$ cat src/rtl/controller_pkg.sv
// Shared types and constants for the controller serial link.
// Frame layout after the start bit (MSB first): port, buttons, parity.
package controller_pkg;

    localparam int CTRL_PORTS      = 4;
    localparam int CTRL_FRAME_BITS = 19;
    localparam int CTRL_BTN_BITS   = 16;
    localparam int CTRL_PORT_BITS  = $clog2(CTRL_PORTS);

    typedef logic [CTRL_BTN_BITS-1:0] controller_state_t;

    typedef enum logic [1:0] {
        IDLE  = 2'd0,
        SHIFT = 2'd1,
        CHECK = 2'd2,
        ACK   = 2'd3
    } controller_fsm_t;

    // Even parity over the whole frame, parity bit included
    function automatic logic frame_parity_ok(input logic [CTRL_FRAME_BITS-1:0] frame);
        return ~(^frame);
    endfunction

endpackage

$ cat src/rtl/cdc_sync_edge.sv
// Multi-flop synchroniser with a history flop and registered rise/fall strobes.
// level is the history flop, so it lines up with the registered strobes.
module cdc_sync_edge #(
    parameter int SYNC_STAGES = 2
) (
    input  logic clk,
    input  logic rst_n,
    input  logic din,
    output logic level,
    output logic rise,
    output logic fall
);

    logic [SYNC_STAGES-1:0] sync_r;
    logic                   hist_r;
    logic                   rise_r;
    logic                   fall_r;

    // Synchroniser chain, history flop and edge strobes
    always_ff @(posedge clk or negedge rst_n) begin
        if (!rst_n) begin
            sync_r <= {SYNC_STAGES{1'b0}};
            hist_r <= 1'b0;
            rise_r <= 1'b0;
            fall_r <= 1'b0;
        end else begin
            sync_r[0] <= din;
            for (int i = 1; i < SYNC_STAGES; i++) begin
                sync_r[i] <= sync_r[i-1];
            end
            hist_r <= sync_r[SYNC_STAGES-1];
            rise_r <= sync_r[SYNC_STAGES-1] & ~hist_r;
            fall_r <= ~sync_r[SYNC_STAGES-1] & hist_r;
        end
    end

    assign level = hist_r;
    assign rise  = rise_r;
    assign fall  = fall_r;

endmodule

$ cat src/rtl/controller_link.sv
// Serial link receiver for a controller microcontroller: frames carry a port
// number and 16 button bits, are parity-checked, acknowledged and stored.
module controller_link
    import controller_pkg::*;
#(
    parameter int TIMEOUT_CYCLES = 1024,
    parameter int SYNC_STAGES    = 2
) (
    input  logic                                Clk,
    input  logic                                Reset_n,
    input  logic                                ControllerClk,
    input  logic                                ControllerIn,
    output logic                                ControllerOut,
    input  logic                                Clear,
    output controller_state_t [CTRL_PORTS-1:0]  Buttons,
    output logic                                FrameValid,
    output logic [CTRL_PORT_BITS-1:0]           FramePort,
    output logic                                ParityError,
    output logic                                Timeout
);

    localparam int CNT_W  = $clog2(CTRL_FRAME_BITS);
    localparam int TCNT_W = $clog2(TIMEOUT_CYCLES) + 1;
    localparam logic [CNT_W-1:0]  CNT_LAST  = CNT_W'(CTRL_FRAME_BITS - 1);
    localparam logic [CNT_W-1:0]  CNT_ONE   = CNT_W'(1);
    localparam logic [TCNT_W-1:0] TCNT_LAST = TCNT_W'(TIMEOUT_CYCLES - 1);
    localparam logic [TCNT_W-1:0] TCNT_ONE  = TCNT_W'(1);

    logic clk_rise_s, clk_fall_s, clk_level_s;
    logic data_s, data_rise_s, data_fall_s;
    logic unused_ok_s;

    controller_fsm_t                    state_r, state_s;
    logic [CNT_W-1:0]                   bit_cnt_r, bit_cnt_s;
    logic [CTRL_FRAME_BITS-1:0]         shift_r, shift_s;
    logic [TCNT_W-1:0]                  tcnt_r, tcnt_s;
    controller_state_t [CTRL_PORTS-1:0] buttons_r;
    logic [CTRL_PORT_BITS-1:0]          frame_port_r;
    logic ctrl_out_r, ctrl_out_s;
    logic frame_valid_r, frame_valid_s;
    logic parity_error_r, parity_error_s;
    logic timeout_r, timeout_s;
    logic accept_s, timeout_hit_s;

    cdc_sync_edge #(.SYNC_STAGES(SYNC_STAGES)) u_sync_clk (
        .clk(Clk), .rst_n(Reset_n), .din(ControllerClk),
        .level(clk_level_s), .rise(clk_rise_s), .fall(clk_fall_s)
    );

    cdc_sync_edge #(.SYNC_STAGES(SYNC_STAGES)) u_sync_data (
        .clk(Clk), .rst_n(Reset_n), .din(ControllerIn),
        .level(data_s), .rise(data_rise_s), .fall(data_fall_s)
    );

    // The data line's strobes and the clock line's level are not used
    assign unused_ok_s = ^{clk_level_s, data_rise_s, data_fall_s};

    // Next-state, shift/counter updates and pulse generation
    always_comb begin
        state_s        = state_r;
        bit_cnt_s      = bit_cnt_r;
        shift_s        = shift_r;
        ctrl_out_s     = ctrl_out_r;
        frame_valid_s  = 1'b0;
        parity_error_s = 1'b0;
        timeout_s      = 1'b0;
        accept_s       = 1'b0;
        timeout_hit_s  = (tcnt_r == TCNT_LAST);
        case (state_r)
            IDLE: begin
                if (clk_rise_s && data_s) begin
                    state_s   = SHIFT;
                    bit_cnt_s = {CNT_W{1'b0}};
                end else begin
                    state_s = IDLE;
                end
            end
            SHIFT: begin
                if (timeout_hit_s) begin
                    timeout_s  = 1'b1;
                    ctrl_out_s = 1'b0;
                    state_s    = IDLE;
                end else if (clk_rise_s) begin
                    shift_s   = {shift_r[CTRL_FRAME_BITS-2:0], data_s};
                    bit_cnt_s = bit_cnt_r + CNT_ONE;
                    if (bit_cnt_r == CNT_LAST) begin
                        state_s = CHECK;
                    end else begin
                        state_s = SHIFT;
                    end
                end else begin
                    state_s = SHIFT;
                end
            end
            CHECK: begin
                if (frame_parity_ok(shift_r)) begin
                    accept_s      = 1'b1;
                    frame_valid_s = 1'b1;
                    ctrl_out_s    = 1'b1;
                    state_s       = ACK;
                end else begin
                    parity_error_s = 1'b1;
                    state_s        = IDLE;
                end
            end
            ACK: begin
                if (timeout_hit_s) begin
                    timeout_s  = 1'b1;
                    ctrl_out_s = 1'b0;
                    state_s    = IDLE;
                end else if (clk_fall_s) begin
                    ctrl_out_s = 1'b0;
                    state_s    = IDLE;
                end else begin
                    state_s = ACK;
                end
            end
            default: begin
                ctrl_out_s = 1'b0;
                state_s    = IDLE;
            end
        endcase

        // Inactivity counter only runs while waiting on the microcontroller
        if ((state_r == SHIFT || state_r == ACK) && !timeout_hit_s && !(clk_rise_s || clk_fall_s)) begin
            tcnt_s = tcnt_r + TCNT_ONE;
        end else begin
            tcnt_s = {TCNT_W{1'b0}};
        end
    end

    // State, datapath and output registers; Clear overrides a same-cycle store
    always_ff @(posedge Clk or negedge Reset_n) begin
        if (!Reset_n) begin
            state_r        <= IDLE;
            bit_cnt_r      <= {CNT_W{1'b0}};
            shift_r        <= {CTRL_FRAME_BITS{1'b0}};
            tcnt_r         <= {TCNT_W{1'b0}};
            buttons_r      <= {(CTRL_PORTS*CTRL_BTN_BITS){1'b0}};
            frame_port_r   <= {CTRL_PORT_BITS{1'b0}};
            ctrl_out_r     <= 1'b0;
            frame_valid_r  <= 1'b0;
            parity_error_r <= 1'b0;
            timeout_r      <= 1'b0;
        end else begin
            state_r        <= state_s;
            bit_cnt_r      <= bit_cnt_s;
            shift_r        <= shift_s;
            tcnt_r         <= tcnt_s;
            ctrl_out_r     <= ctrl_out_s;
            frame_valid_r  <= frame_valid_s;
            parity_error_r <= parity_error_s;
            timeout_r      <= timeout_s;
            if (Clear) begin
                buttons_r <= {(CTRL_PORTS*CTRL_BTN_BITS){1'b0}};
            end else if (accept_s) begin
                buttons_r[shift_r[CTRL_FRAME_BITS-1 -: CTRL_PORT_BITS]] <= shift_r[CTRL_BTN_BITS:1];
            end else begin
                buttons_r <= buttons_r;
            end
            if (accept_s) begin
                frame_port_r <= shift_r[CTRL_FRAME_BITS-1 -: CTRL_PORT_BITS];
            end else begin
                frame_port_r <= frame_port_r;
            end
        end
    end

    assign Buttons       = buttons_r;
    assign FramePort     = frame_port_r;
    assign ControllerOut = ctrl_out_r;
    assign FrameValid    = frame_valid_r;
    assign ParityError   = parity_error_r;
    assign Timeout       = timeout_r;

endmodule

$ cat config.mk
export PLATFORM = sky130hd
export DESIGN_NAME = controller_link
export DESIGN_NICKNAME = d
export VERILOG_FILES = /design/src/rtl/controller_pkg.sv /design/src/rtl/cdc_sync_edge.sv /design/src/rtl/controller_link.sv
export SDC_FILE = /design/constraint.sdc
export NUM_CORES = 1
export LEC_CHECK = 0
export ABC_AREA = 1
export BUFFER_PORTS_ARGS = -buffer_cell sky130_fd_sc_hd__buf_2
export CAP_MARGIN = 25
export CORE_AREA = 2 2 101 103
export DETAILED_ROUTE_END_ITERATION = 12
export DIE_AREA = 0 0 103 105
export PLACE_DENSITY = 0.88
export SYNTH_ARGS = -nofsm -noshare
export SYNTH_HDL_FRONTEND = slang
export SYNTH_SLANG_ARGS = --single-unit
$ cat constraint.sdc
create_clock -name Clk -period 2.35 [get_ports Clk]
set_input_delay 0.1175 -clock Clk [delete_from_list [all_inputs] [get_ports Clk]]
set_output_delay 0.1175 -clock Clk [all_outputs]
set_load 0.02 [all_outputs]
==> impl_results.md, run 1 <==
- Status: finished, final reports clean
- Seq/Total Area, Yosys: a little over half
- Synth top cells by count: nand2_1 (176), dfrtp_1 (115), nand3_1 (75)
- PostCTS Resize Cnt: 0
- Die span in x: between 100 and 150 µm
- Clock share of power: roughly two fifths
- Ys Warns: 0
- Total power: 6.38 mW
- Final setup violation count: 0
- Placed inst area: about 0.0058 mm²
- CORE AREA: between 0.009 and 0.01 mm²
- Final wirelength: between 10000 and 15000 µm
- Met3 Resource Use GR: around 7%
- Worst slack, placed: 0.283 ns
- Yosys cell types: 35
- Vias: about 4700
- Reg power frac: between 30% and 40%
- P&R area growth vs syn: 19.3%
- Synth Flop Type: dfrtp_1
- Layout cells sized above 1: a little over a fifth
- Area contributors post-synth: dfrtp_1 (53%), nand2_1 (12%), nand4_1 (7.5%), nand3_1 (6.9%), nor2_1 (2.5%)
- IO Port Bufs: 74
- Switching share of power: around 36%
- Worst-margin pin slew: 0.658 ns
- Final Cell Area: between 0.006 and 0.007 mm²
- Clock slew at reported path FFs: roughly 0.060 ns
- CP Class: reg -> reg
- Overflow left after global routing: 0
- Critical path arrival: around 2.6 ns
- Post-Synth XOR/XNOR Area: about 1.3%
- CTS tree: done
- Crit share post-route: between 90% and 100%
- Chip Height: roughly 110 µm
- First-pass GRT wire length: between 20000 and 25000 µm
- Via-per-instance ratio: around 5.7
- Clk_lat worst skew: approximately 0.52 ns
- Final WS setup: 0.216 ns
- Routed Antenna Nets: 0
- Most frequent cell after synthesis: nand2_1
- Register bit total from synthesis: between 100 and 150
- Syn Std Cell Area: between 0.005 and 0.006 mm²
- Post-Synth Simple-Gate Area: around 34%
- Yosys top cell area share: about 53%
- Num CTS Buffers: 17
- Pre-Repair DR Iteration Count: 6
- EDFF count, synth: 0
- Unrepaired setup endpoints after global routing: false
- Max-slew violation count: 0
- CP required: about 2.8 ns
- Nets: between 600 and 700
- Setup TNS: 0 ns
- Antenna Cells: 0
- Max_cap viols: 0
- Minimum clock period: 2.13 ns
- Share of total power in combinational logic: about 26%
- Die area: about 0.011 mm²
- Largest net degree at the start of global routing: 54
- Crit Path Max Fanout: between 40 and 50
- Peak supply drop: 0.949 mV
- Pwr per Cell Area: ~990 mW/mm²
- Gr busiest metal: met2
- Routed len/inst: roughly 16 µm
- Crit end category: flop
- Leading area contributor after synthesis: dfrtp_1
- I/O pin count: 75
- Hold Crit Class: in -> async
- GPL Wtd Cong: 0.840
- Mean instance size in the synthesized netlist: between 8 and 9 µm²
- Largest family of logic cells by synthesized area: simple AND/OR/NAND/NOR gates
- Final hold vios: 0
- Total track usage: about a quarter
- Pint: 4.07 mW
- H-tree depth: 4
- Slew Limit Headroom: a little under three fifths
- Fmax achieved: ~470 MHz
- Starting Density: a little under three fifths
- Vias in the first global route: between 4000 and 5000
- Met2 global-route usage: between 40% and 50%
- Number of cell rows: 36
- Initial antenna violation count: 0
- Root Driver: clkbuf_8
- FFs w/ async S/R, synth: 100%
- Clk sinks: approximately 120
- Compound-Gate Fraction of Synth Area: under 10%
- DR DRC count: 0
- Cells after synthesis: just over 600
- Crit start category: flop
- Syn_nets: roughly 620
- CTS Buffer Depth: 2
- Met1 Use GR: roughly 34%
- Leak: ~3.5 nW
- Hpwl dp: between 8000 and 9000 µm
- 1st-iter DRT viols: 383
- Post-synthesis adder-cell area fraction: less than 1%
- NetSw: about 2.3 mW
- Clock Skew: slightly below 0.009 ns
- Post-synthesis mux area share: 0%
[metal layers]
metal / part of all wire, % / wire [µm]
met3: 7.7 / 1010
met5: 0 / 0
met1: 40 / 5310
met4: 2.3 / 308
met2: 50 / 6510
[power groups by stage]
stage / logic [mW] / registers [mW] / clock network, mW
3_3_place_gp: 1.50 / 2.25 / 0
6_report: 1.64 / 2.24 / 2.50
2_1_floorplan: 1.64 / 2.24 / 0
3_5_place_dp: 1.58 / 2.26 / 0
5_1_grt: 1.83 / 2.25 / 2.62
4_1_cts: 1.61 / 2.23 / 2.52
[placed cells by master (no fill, tap or decap), types with 2 or more instances in the layout]
cell,instances
clkinv_2,2
o21ai_1,9
nor3_1,6
xor2_1,2
nand4_1,65
nand3_1,75
nor2_4,4
nor3b_1,3
inv_6,3
nand2_2,2
dfrtp_1,115
buf_4,8
clkbuf_16,16
clkinvlp_4,4
inv_1,32
buf_2,73
nand2_1,176
bufinv_16,2
a21oi_1,5
clkbuf_8,2
buf_12,3
nand3_4,4
nand3_2,2
nor2_2,3
nor2_1,36
xnor2_1,4
inv_2,9
clkinv_4,4
ha_1,3
o31ai_1,4
dlygate4sd3_1,3
o21ai_0,12
[timing repair]
item / 4_1_cts / 5_1_grt
hold endpoints to repair: 86 / 0
buffers inserted: 0 / 0
hold buffers: 3 / 0
[worst max-delay path, stage by stage (launching register included)]
cell,delay (ns)
dfrtp_1,0.46
nand2_2,0.13
clkinv_4,0.16
nor2_4,0.14
xor2_2,0.18
nand3_2,0.15
nand2_8,0.28
buf_4,0.32
nand4_1,0.13
nand2_1,0.11
[cell families after synthesis]
kind of cell | Yosys count
compound gates | 32
buf+inv | 76
flops | 115
xor+xnor | 7
simple gates | 380
fa+ha+maj | 3
[through the flow]
step	util [%]	hold WS [ns]	instances
floorplan	-	-0.178	613
global placement	60.5	0.0833	796
detailed placement	60.5	0.0895	796
CTS	66.8	0.0827	831
global route	66.8	0.123	831
finish	66.8	0.0832	831
[final cells by class]
type / instances / area, µm²
fillers: 730 / 3200
clock buffers: 18 / 428
multi-input cells: 422 / 2140
well taps: 133 / 166
repair buffers: 87 / 515
clock inverters: 14 / 153
flip-flops and latches: 115 / 2880
inverters: 42 / 163
[path summary, 6_finish.rpt]
kind	start	endpoint	slack, ns	depth (start not counted)
max	shift_r[18]$_DFFE_PN0P_	Buttons[48]$_DFFE_PN0P_	0.22	9
min	Reset_n	bit_cnt_r[1]$_DFFE_PN0P_	0.08	2
max reg2reg	shift_r[18]$_DFFE_PN0P_	Buttons[48]$_DFFE_PN0P_	0.22	9
min reg2reg	u_sync_data.sync_r[1]$_DFF_PN0_	u_sync_data.level$_DFF_PN0_	0.35	0
max in group asynchronous	Reset_n	Buttons[50]$_DFFE_PN0P_	1.49	3
min in group Clk	ControllerIn	u_sync_data.sync_r[0]$_DFF_PN0_	0.24	2
[state kept, by name (all words and copies together), names as in the netlist, 2 cells and up]
name                count
FramePort               2
tcnt_r                 11
u_sync_clk.sync_r       2
u_sync_data.sync_r      2
state_r                 2
bit_cnt_r               5
shift_r                19
Buttons                64
No activity file was read; power rests on OpenSTA's default activity.
==> run 2, diff against run 1 <==
Settings changed: ABC_AREA 1 to default, CORE_AREA 2 2 101 103 to 2 2 110 112, DIE_AREA 0 0 103 105 to 0 0 112 114, PLACE_DENSITY 0.88 to 0.74.
==> run 2 against run 1 <==
  * Die area rose by 18%
  * Routed wire length decreased by 23%
  * Cell count decreased by 22%
==> impl_results.md, run 2 <==
- Status: finished, final reports clean
- Routed len/inst: ~16 µm
- Final setup violation count: 0
- Post-Synth XOR/XNOR Area: 4.96%
- Cells after synthesis: 401
- P&R area growth vs syn: 23.7%
- Syn Std Cell Area: just over 0.005 mm²
- # fillers: slightly below 1000
- Crit share post-route: 92.7%
- Peak supply drop: 0.546 mV
- Most common cell after layout, fill and taps aside: dfrtp_1
- CP required: 2.67 ns
- Clk_lat worst skew: 0.41 ns
- Most frequent cell after synthesis: dfrtp_1
- Root Driver: clkbuf_16
- CP Class: reg -> reg
- Leading area contributor after synthesis: dfrtp_1
- Clk sinks: ~120
- Clock Skew: 0.00998 ns
- Unrepaired setup endpoints after global routing: false
- I/O pin count: 75
- Post-CTS setup buffers: 0
- EDFF count, synth: 0
- Total track usage: 17.4%
- CTS tree: done
- FFs w/ async S/R, synth: 100%
- Initial antenna violation count: 0
- Seq/Total Area, Yosys: 56.7%
- Post-synthesis mux area share: 17.3%
- Crit end category: flop
- Die area: roughly 0.013 mm²
- CTS Buffer Depth: 2
- CORE AREA: 0.0117 mm²
- Yosys top cell area share: 56.7%
- Final wirelength: 10100 µm
- Critical-path top delay cell: and4_4
- Largest net degree at the start of global routing: 72
- Hold slack: between 0.3 and 0.4 ns
- Area contributors post-synth: dfrtp_1 (57%), mux2i_1 (13%), nand2b_1 (10%), mux2_2 (4.2%), xnor2_1 (3.5%)
- Yosys cell types: between 40 and 50
- Critical path arrival: roughly 2.5 ns
- Total power: between 5 and 6 mW
- Final core utilization: about 54%
- Syn_nets: 409
- Ys Warns: 0
- Hpwl dp: roughly 6700 µm
- Final hold vios: 0
- Commonest cells after routing, fill and taps aside: dfrtp_1 (115), nand2b_1 (82), buf_2 (73), mux2i_1 (64), xnor2_1 (20)
- Chip Height: 114 µm
- Antenna Cells: 0
- GPL Wtd Cong: slightly above 0.7
- Mean instance size in the synthesized netlist: ~13 µm²
- Crit-path max cell delay: 0.48 ns
- Die span in x: 112 µm
- Hold Crit Class: reg -> reg
- Max_cap viols: 0
- Num CTS Buffers: 17
- CP most frequent cell: xnor2_1
- IO Port Bufs: 74
- Number of cell rows: 40
- Post-Synth Simple-Gate Area: 15.7%
- Clock slew at reported path FFs: 0.05 ns
- H-tree depth: 4
- 1st-iter DRT viols: around 140
- Final non-filler cell total: 650
- Largest family of logic cells by synthesized area: multiplexers
- Pre-Repair DR Iteration Count: 4
- Max-slew violation count: 0
- DR DRC count: 0
- Starting Density: a little over two fifths
- Pwr per Cell Area: ~930 mW/mm²
- Post-synthesis adder-cell area fraction: less than 1%
- Worst path cell trace: xnor2_1 -> xnor2_1 -> xnor2_1 -> xnor3_2 -> and4_4 -> mux2i_1
- Worst-margin pin slew: between 0.9 and 1 ns
- Leak: 3.32 nW
- Dpl cells: 618
- Layout cells sized above 1: roughly 29%
- Crit Path Max Fanout: 16
- Vias: approximately 3200
- Routed Antenna Nets: 0
- First-pass GRT wire length: between 15000 and 20000 µm
- Compound-Gate Fraction of Synth Area: approximately 1.7%
- Nets: 501
- Synth top cells by count: dfrtp_1 (115), nand2b_1 (82), mux2i_1 (64)
- Crit start category: flop
- Synth Flop Type: dfrtp_1
- Via-per-instance ratio: 4.96
- Slew Limit Headroom: a little under two fifths
- Register bit total from synthesis: roughly 120
- Overflow left after global routing: 0
- Fmax achieved: about 460 MHz
- Minimum clock period: roughly 2.2 ns
- Vias in the first global route: 3369
- Largest register FFs: 64
## run 2: final cells by class
class / instances / area (µm²) / share of cell area [%]
Timing Repair Buffer: 93 / 552 / 8.79
Clock inverter: 4 / 70.1 / 1.12
Clock buffer: 25 / 526 / 8.37
Multi-Input combinational cell: 262 / 2050 / 32.7
Sequential cell: 115 / 2880 / 45.9
Inverter: 4 / 15.0 / 0.239
Tap cell: 147 / 184 / 2.93
## run 2: through the flow
stage	setup TNS [ns]	cell area [µm²]	setup slack (ns)
2_1_floorplan	0	5070	0.130
3_3_place_gp	0	5640	0.00850
3_5_place_dp	-0.795	5640	-0.0467
4_1_cts	0	6270	0.116
5_1_grt	0	6280	0.0152
6_report	0	6280	0.172
## run 2: kinds of logic after synthesis
kind of cell	Yosys count
AND/OR/NAND/NOR	135
flip-flops	115
multiplexers	85
XOR/XNOR	27
buffers and inverters	24
AO/OA/AOI/OAI	12
adder cells (fa/ha/maj)	3
## run 2: per-layer routing
layer  global-route usage (%)  wire length, µm  vias up
li1                         -                -     1527
met1                     22.0             4410     1605
met2                     27.6             5000       77
met5                        0                0        -
met3                     6.48              527       15
met4                     6.67              153        0
## run 2: what timing repair did
item	4_1_cts	5_1_grt
resized for setup	1	1
endpoints found under the setup margin	19	7
hold buffers	3	0
cloned	0	0
endpoints found under the hold margin	71	0
## run 2: worst paths after layout
kind,depth (start not counted),startpoint,slack (ns),end
max,6,shift_r[18]$_DFFE_PN0P_,0.17,Buttons[63]$_DFFE_PN0P_
min,0,u_sync_data.sync_r[0]$_DFF_PN0_,0.34,u_sync_data.sync_r[1]$_DFF_PN0_
max reg2reg,6,shift_r[18]$_DFFE_PN0P_,0.17,Buttons[63]$_DFFE_PN0P_
min reg2reg,0,u_sync_data.sync_r[0]$_DFF_PN0_,0.34,u_sync_data.sync_r[1]$_DFF_PN0_
max in group asynchronous,3,Reset_n,1.20,Buttons[47]$_DFFE_PN0P_
min in group asynchronous,2,Reset_n,0.40,Buttons[38]$_DFFE_PN0P_
## run 2: critical path: cells and delay by family (launching register included)
kind,cells,cell delay [ns]
mux,1,0.25
simple gates,1,0.48
flops,1,0.45
xor+xnor,4,0.89
## run 2: power breakdown
group / internal, mW / switching [mW]
combinational: 0.506 / 0.487
clock: 1.73 / 0.817
sequential: 2.13 / 0.168
total: 4.37 / 1.47
